--- src/rtl/wb_port_arbiter_pkg.sv ---
// Shared types and helpers for the register-file writeback port arbiter.
// Optional feature macro used by the arbiter: WB_ARB_RR_EN (round-robin tie break).
package wb_port_arbiter_pkg;

    // Default architectural sizing of the register file.
    localparam int REG_NUM_DEF    = 32;
    localparam int REG_ADDR_W_DEF = 5;
    localparam int DATA_W_DEF     = 32;

    // Outcome of one arbitration cycle.
    typedef enum logic [1:0] {
        GNT_NONE = 2'd0,
        GNT_P0   = 2'd1,
        GNT_P1   = 2'd2
    } grant_e;

    // Identity of a writeback producer.
    typedef enum logic {
        PORT_LOAD = 1'b0,
        PORT_ALU  = 1'b1
    } port_e;

    // Pick at most one requester; prefer1 decides only a tie.
    function automatic grant_e arbitrate(input logic v0, input logic v1, input logic prefer1);
        if (v0 && v1) begin
            return prefer1 ? GNT_P1 : GNT_P0;
        end else if (v0) begin
            return GNT_P0;
        end else if (v1) begin
            return GNT_P1;
        end
        return GNT_NONE;
    endfunction

endpackage

--- src/rtl/wb_port_arbiter_scoreboard.sv ---
// Per-register pending-write scoreboard used by decode for RAW stalls.
// A bit is set when decode issues a writer of that register and cleared on the
// edge where the matching writeback is registered; a set on the same edge wins.
// Register 0 is hardwired zero and never reports busy.
module wb_port_arbiter_scoreboard
    import wb_port_arbiter_pkg::*;
#(
    parameter int REG_NUM    = REG_NUM_DEF,
    parameter int REG_ADDR_W = REG_ADDR_W_DEF
) (
    input  logic                  clk,
    input  logic                  rst,
    input  logic                  set_valid,
    input  logic [REG_ADDR_W-1:0] set_addr,
    input  logic                  clr_valid,
    input  logic [REG_ADDR_W-1:0] clr_addr,
    input  logic                  flush,
    input  logic [REG_ADDR_W-1:0] qry_addr1,
    input  logic [REG_ADDR_W-1:0] qry_addr2,
    output logic                  qry_busy1,
    output logic                  qry_busy2
);

    // Every register except x0 can be tracked.
    localparam logic [REG_NUM-1:0] TRACK_MASK = {{(REG_NUM-1){1'b1}}, 1'b0};

    logic [REG_NUM-1:0] pending;
    logic [REG_NUM-1:0] pending_d;
    logic [REG_NUM-1:0] set_vec;
    logic [REG_NUM-1:0] clr_vec;

    // Decode set/clear requests into one-hot vectors and form the next state.
    always_comb begin
        // NOTE: defaults first so no path through this block leaves a variable unassigned (no latch).
        set_vec = '0;
        clr_vec = '0;
        if (set_valid) set_vec[set_addr] = 1'b1;
        if (clr_valid) clr_vec[clr_addr] = 1'b1;
        if (flush) begin
            pending_d = '0;
        end else begin
            // Set is applied after clear so a newer outstanding producer survives.
            pending_d = ((pending & ~clr_vec) | set_vec) & TRACK_MASK;
        end
    end

    // Pending flags are state the stall logic trusts, so they are reset like any control register.
    always_ff @(posedge clk or negedge rst) begin
        // NOTE: the vector is only 32 flops of control state, not a RAM, so an async reset is cheap and required here.
        if (!rst) begin
            pending <= '0;
        end else begin
            pending <= pending_d;
        end
    end

    // Query ports are combinational so decode sees the current-cycle state.
    assign qry_busy1 = pending[qry_addr1];
    assign qry_busy2 = pending[qry_addr2];

endmodule

--- src/rtl/wb_port_arbiter.sv ---
// Register-file write-port arbiter for two writeback producers:
//   port 0 = load/memory path, port 1 = ALU/execute path.
// At most one request is accepted per cycle and its write is presented to the
// regfile one cycle later from registers, so the regfile write-through bypass
// covers a hazard that clears on the same edge.
// Configuration macro WB_ARB_RR_EN: when defined, ties alternate round-robin
// using a one-bit last_grant register; when undefined, port 0 always wins ties.
module wb_port_arbiter
    import wb_port_arbiter_pkg::*;
#(
    parameter int REG_NUM    = REG_NUM_DEF,
    parameter int REG_ADDR_W = REG_ADDR_W_DEF,
    parameter int DATA_W     = DATA_W_DEF
) (
    input  logic                  clk,
    input  logic                  rst,
    input  logic                  req0_valid,
    input  logic [REG_ADDR_W-1:0] req0_addr,
    input  logic [DATA_W-1:0]     req0_data,
    output logic                  req0_ready,
    input  logic                  req1_valid,
    input  logic [REG_ADDR_W-1:0] req1_addr,
    input  logic [DATA_W-1:0]     req1_data,
    output logic                  req1_ready,
    input  logic                  alloc_valid,
    input  logic [REG_ADDR_W-1:0] alloc_addr,
    input  logic                  flush,
    input  logic [REG_ADDR_W-1:0] qry_addr1,
    input  logic [REG_ADDR_W-1:0] qry_addr2,
    output logic                  qry_busy1,
    output logic                  qry_busy2,
    output logic                  wb_we,
    output logic [REG_ADDR_W-1:0] wb_waddr,
    output logic [DATA_W-1:0]     wb_wdata
);

    grant_e                grant;
    logic                  prefer1;
    logic                  fire;
    logic                  real_write;
    logic [REG_ADDR_W-1:0] sel_addr;
    logic [DATA_W-1:0]     sel_data;

`ifdef WB_ARB_RR_EN
    port_e last_grant;

    // On a tie, favour the port that did not win the previous grant.
    assign prefer1 = (last_grant == PORT_LOAD);

    // Remember the winner of every grant; after reset port 0 takes the first tie.
    always_ff @(posedge clk or negedge rst) begin
        if (!rst) begin
            last_grant <= PORT_ALU;
        end else if (grant == GNT_P0) begin
            last_grant <= PORT_LOAD;
        end else if (grant == GNT_P1) begin
            last_grant <= PORT_ALU;
        end
    end
`else
    // A load has nowhere else to hold its data, so it always wins a tie.
    assign prefer1 = 1'b0;
`endif

    // Choose this cycle's winner; nothing is granted in reset or during a flush.
    always_comb begin
        grant = GNT_NONE;
        if (rst && !flush) begin
            grant = arbitrate(req0_valid, req1_valid, prefer1);
        end
    end

    assign req0_ready = (grant == GNT_P0);
    assign req1_ready = (grant == GNT_P1);

    // Steer the winning request's destination and data toward the output register.
    always_comb begin
        sel_addr = req0_addr;
        sel_data = req0_data;
        if (grant == GNT_P1) begin
            sel_addr = req1_addr;
            sel_data = req1_data;
        end
    end

    assign fire       = (grant != GNT_NONE);
    // Writes to x0 are accepted and dropped.
    assign real_write = fire && (sel_addr != '0);

    // Present the accepted write to the regfile for exactly one cycle.
    always_ff @(posedge clk or negedge rst) begin
        // NOTE: non-blocking assignments so every flop samples pre-edge values regardless of block order.
        if (!rst) begin
            wb_we    <= 1'b0;
            wb_waddr <= '0;
            wb_wdata <= '0;
        end else begin
            wb_we <= real_write;
            if (fire) begin
                wb_waddr <= sel_addr;
                wb_wdata <= sel_data;
            end
        end
    end

    wb_port_arbiter_scoreboard #(
        .REG_NUM    (REG_NUM),
        .REG_ADDR_W (REG_ADDR_W)
    ) u_scoreboard (
        .clk       (clk),
        .rst       (rst),
        .set_valid (alloc_valid),
        .set_addr  (alloc_addr),
        .clr_valid (real_write),
        .clr_addr  (sel_addr),
        .flush     (flush),
        .qry_addr1 (qry_addr1),
        .qry_addr2 (qry_addr2),
        .qry_busy1 (qry_busy1),
        .qry_busy2 (qry_busy2)
    );

endmodule

--- config.mk ---
export PLATFORM = sky130hd
export DESIGN_NAME = wb_port_arbiter
export DESIGN_NICKNAME = d
export VERILOG_FILES = /design/src/rtl/wb_port_arbiter_pkg.sv /design/src/rtl/wb_port_arbiter_scoreboard.sv /design/src/rtl/wb_port_arbiter.sv
export SDC_FILE = /design/constraint.sdc
export NUM_CORES = 1
export LEC_CHECK = 0
export CORE_ASPECT_RATIO = 0.7
export CORE_MARGIN = 2
export CORE_UTILIZATION = 45
export DETAILED_ROUTE_END_ITERATION = 6
export MAX_ROUTING_LAYER = met4
export PLACE_DENSITY = 0.9
export SYNTH_ARGS = -nofsm -noshare
export SYNTH_HDL_FRONTEND = slang
export SYNTH_SLANG_ARGS = --single-unit
--- constraint.sdc ---
create_clock -name clk -period 5.6 [get_ports clk]
set_input_delay 0.84 -clock clk [delete_from_list [all_inputs] [get_ports clk]]
set_output_delay 0.84 -clock clk [all_outputs]
set_load 0.005 [all_outputs]
==> metrics.csv <==
metric,value,unit
hold slack,503,ps
"EDFF count, synth",0,
VDD IR-drop max,0.000172,V
post-CTS sizing,0,
slew margin rel.,30.0,%
"Net Count, Synth",492,
Final Max Slew Viols,0,
Clock Path Buffers,2,
Worst Reg-to-Reg Cells,2,
min cycle time layout,4230,ps
FMAX,236,MHz
Reg2Reg Setup Slack,4750,ps
critical path arrival,3390,ps
Total Wirelength,13000,um
largest net degree at the start of global routing,53,
worst slew pin tran,1050,ps
Final setup viols,0,
largest cells by area after synthesis,"dfrtp_1, mux2i_1, mux4_1",
Critical Path Start Type,input pin,
top_reg_cell synth,dfrtp_1,
vias per cell,6.12,
Reg power frac,39.4,%
ant diodes,0,
clock sink total,69,
Crit. End Element,output port,
post-synth top area share,41.4,%
# port buffers,136,
Setup Buffers After CTS,0,
Clock Tree Root,clkbuf_16,
hpwl dp,9410,um
Comb power frac,22.1,%
DR pass1 iterations,6,
fill count,676,
Overflow after GRT,0,
nets,609,
Synth Area in XOR/XNOR,0,%
Clock Skew,0,ps
Internal Pwr Total,1090,uW
final worst setup slack,1370,ps
reg2reg start,u_scoreboard.pending[27],
sw frac,25.2,%
crit path launch,qry_addr2[1],
CTS buffer count,9,
crit path kind,input pin to output port,
average wire per standard cell,20.2,um
register bit total from synthesis,69,
area delta synth->final,39.6,%
Iteration-0 DRC Markers,292,
worst min path class,flip-flop to flip-flop,
R2R Path End,u_scoreboard.pending[27],
H-tree Lvls,3,
global placement routability congestion,0.930,
DRC Markers,0,
Post-CTS Hold Buffers,0,
vias in the first global route,3934,
WHS Endpoint,wb_waddr[1],
post-synth cell types,43,
Avg Synthesized Cell Area,10.5,um2
Yosys warning count,0,
antenna violations before repair,0,
layout cells sized above 1,6.55,%
die width,119,um
final worst-path cycle share,75.5,%
Multi-input gate area,0.00225,mm2
Commonest cells post-synth,"dfrtp_1, a21oi_1, nor2_1, mux2i_1, clkbuf_1",
Max Cap Violations,0,
Die Area,0.0101,mm2
RSZ-0062 raised after global routing,no,
Leak,0.00223,uW
"Clk Latency, worst-skew pair",330,ps
Synth Area in Simple Gates,16.6,%
Worst-path clk slew,50,ps
GR Util All Layers,27.2,%
Clock Power Share,38.5,%
"antenna viol nets, final",0,
Register Area,0.00173,mm2
die height,84.6,um
CTS tree,yes,
Top Ports,137,
starting density of the core,46.2,%
most frequent cell after synthesis,dfrtp_1,
Hold Path Cell Cnt,1,
Pwr per Cell Area,249,mW/mm2
worst hold start,wb_waddr[1],
total negative slack,0,ps
synthesized area,0.00418,mm2
CORE AREA,0.00903,mm2
largest family of logic cells by synthesized area,multiplexers,
sequential area share after synthesis,41.4,%
Synth Area in Compound Gates,16.4,%
outcome,finished clean,
dpl ws,1410,ps
Required @ worst endpoint,4760,ps
post-synth top area cell,dfrtp_1,
sw power,366,uW
Post-Synthesis Cells,397,
ys async rst share,100,%
CP max FO,9,
area share of fa/ha/maj cells after synthesis,0,%
final hold viol count,0,
mux contribution to synthesized area,20.4,%
Rows,29,
via count,3935,
first-pass GRT wire length,20700,um
## state kept, by name (all words and copies together) (netlist names)
signal,count
wb_wdata,32
u_scoreboard.pending,31
wb_waddr,5
wb_we,1
## final cells by class
class	count	share of cell area, %
clock buffer	12	4.23
clock inverter	4	0.816
inverter	3	0.193
multi-input combinational	291	38.7
sequential	69	29.6
tap	124	2.66
timing repair buffer	140	23.8
## metal layers
layer | track usage [%] | wire [um] | vias to the layer above
met3 | 7.74 | 1220 | 24
li1 | - | - | 1767
met1 | 34.7 | 5350 | 1937
met5 | - | 0 | -
met4 | 8.44 | 214 | 0
met2 | 42.1 | 6180 | 207
## cells in the final DEF, fill, tap and decap left out, types with 3 or more instances in the layout
cell type and n:
a211oi_1 6, a21oi_1 49, a32o_1 8, buf_4 4
clkbuf_16 9, clkdlybuf4s50_1 135, dfrtp_1 69, inv_1 3
mux2_2 6, mux2i_1 40, mux4_1 12, nand2_1 9
nand3_1 7, nand3b_1 19, nand4_1 4, nor2_1 40
nor2b_1 7, nor3_1 4, nor3b_1 10, o21ai_0 19
o311ai_0 5, o311ai_1 11
## power groups by stage
| stage | combinational, uW | sequential [uW] | clock (uW) |
|---|---|---|---|
| 5_1_grt | 345 | 579 | 594 |
| 3_3_place_gp | 309 | 578 | 0 |
| 3_5_place_dp | 320 | 582 | 0 |
| 6_report | 321 | 573 | 559 |
| 2_1_floorplan | 115 | 582 | 0 |
| 4_1_cts | 322 | 573 | 567 |
## metrics by stage
step / total power (uW) / std cells / util (%) / area [um2]
floorplan: 697 / 397 / - / 4180
global placement: 887 / 627 / 61.2 / 5530
detailed placement: 901 / 627 / 61.2 / 5530
CTS: 1460 / 643 / 64.5 / 5830
global route: 1520 / 643 / 64.5 / 5830
finish: 1450 / 643 / 64.5 / 5830
## worst max-delay path by stage
stage	slack, ps	endpoint	cells after the start
after floorplan	2620	qry_busy1	5
after global placement	1450	qry_busy2	6
after detailed placement	1410	qry_busy1	6
after CTS	1380	qry_busy2	6
after global routing	1260	qry_busy2	6
final	1370	qry_busy2	6
## cells by family (layout without fill, tap and decap cells)
family | count (synthesis) | count (layout)
AOI/OAI and AO/OA | 108 | 108
muxes | 61 | 61
DFF | 69 | 69
buffers and inverters | 37 | 159
and+or+nand+nor | 122 | 122
## worst max-delay path: stages
cell	delay [ps]
clkdlybuf4s50_1	750
mux4_1	640
nand3b_1	100
nand4_1	100
or4_1	490
clkdlybuf4s50_1	460
No activity file was read; power rests on OpenSTA's default activity.
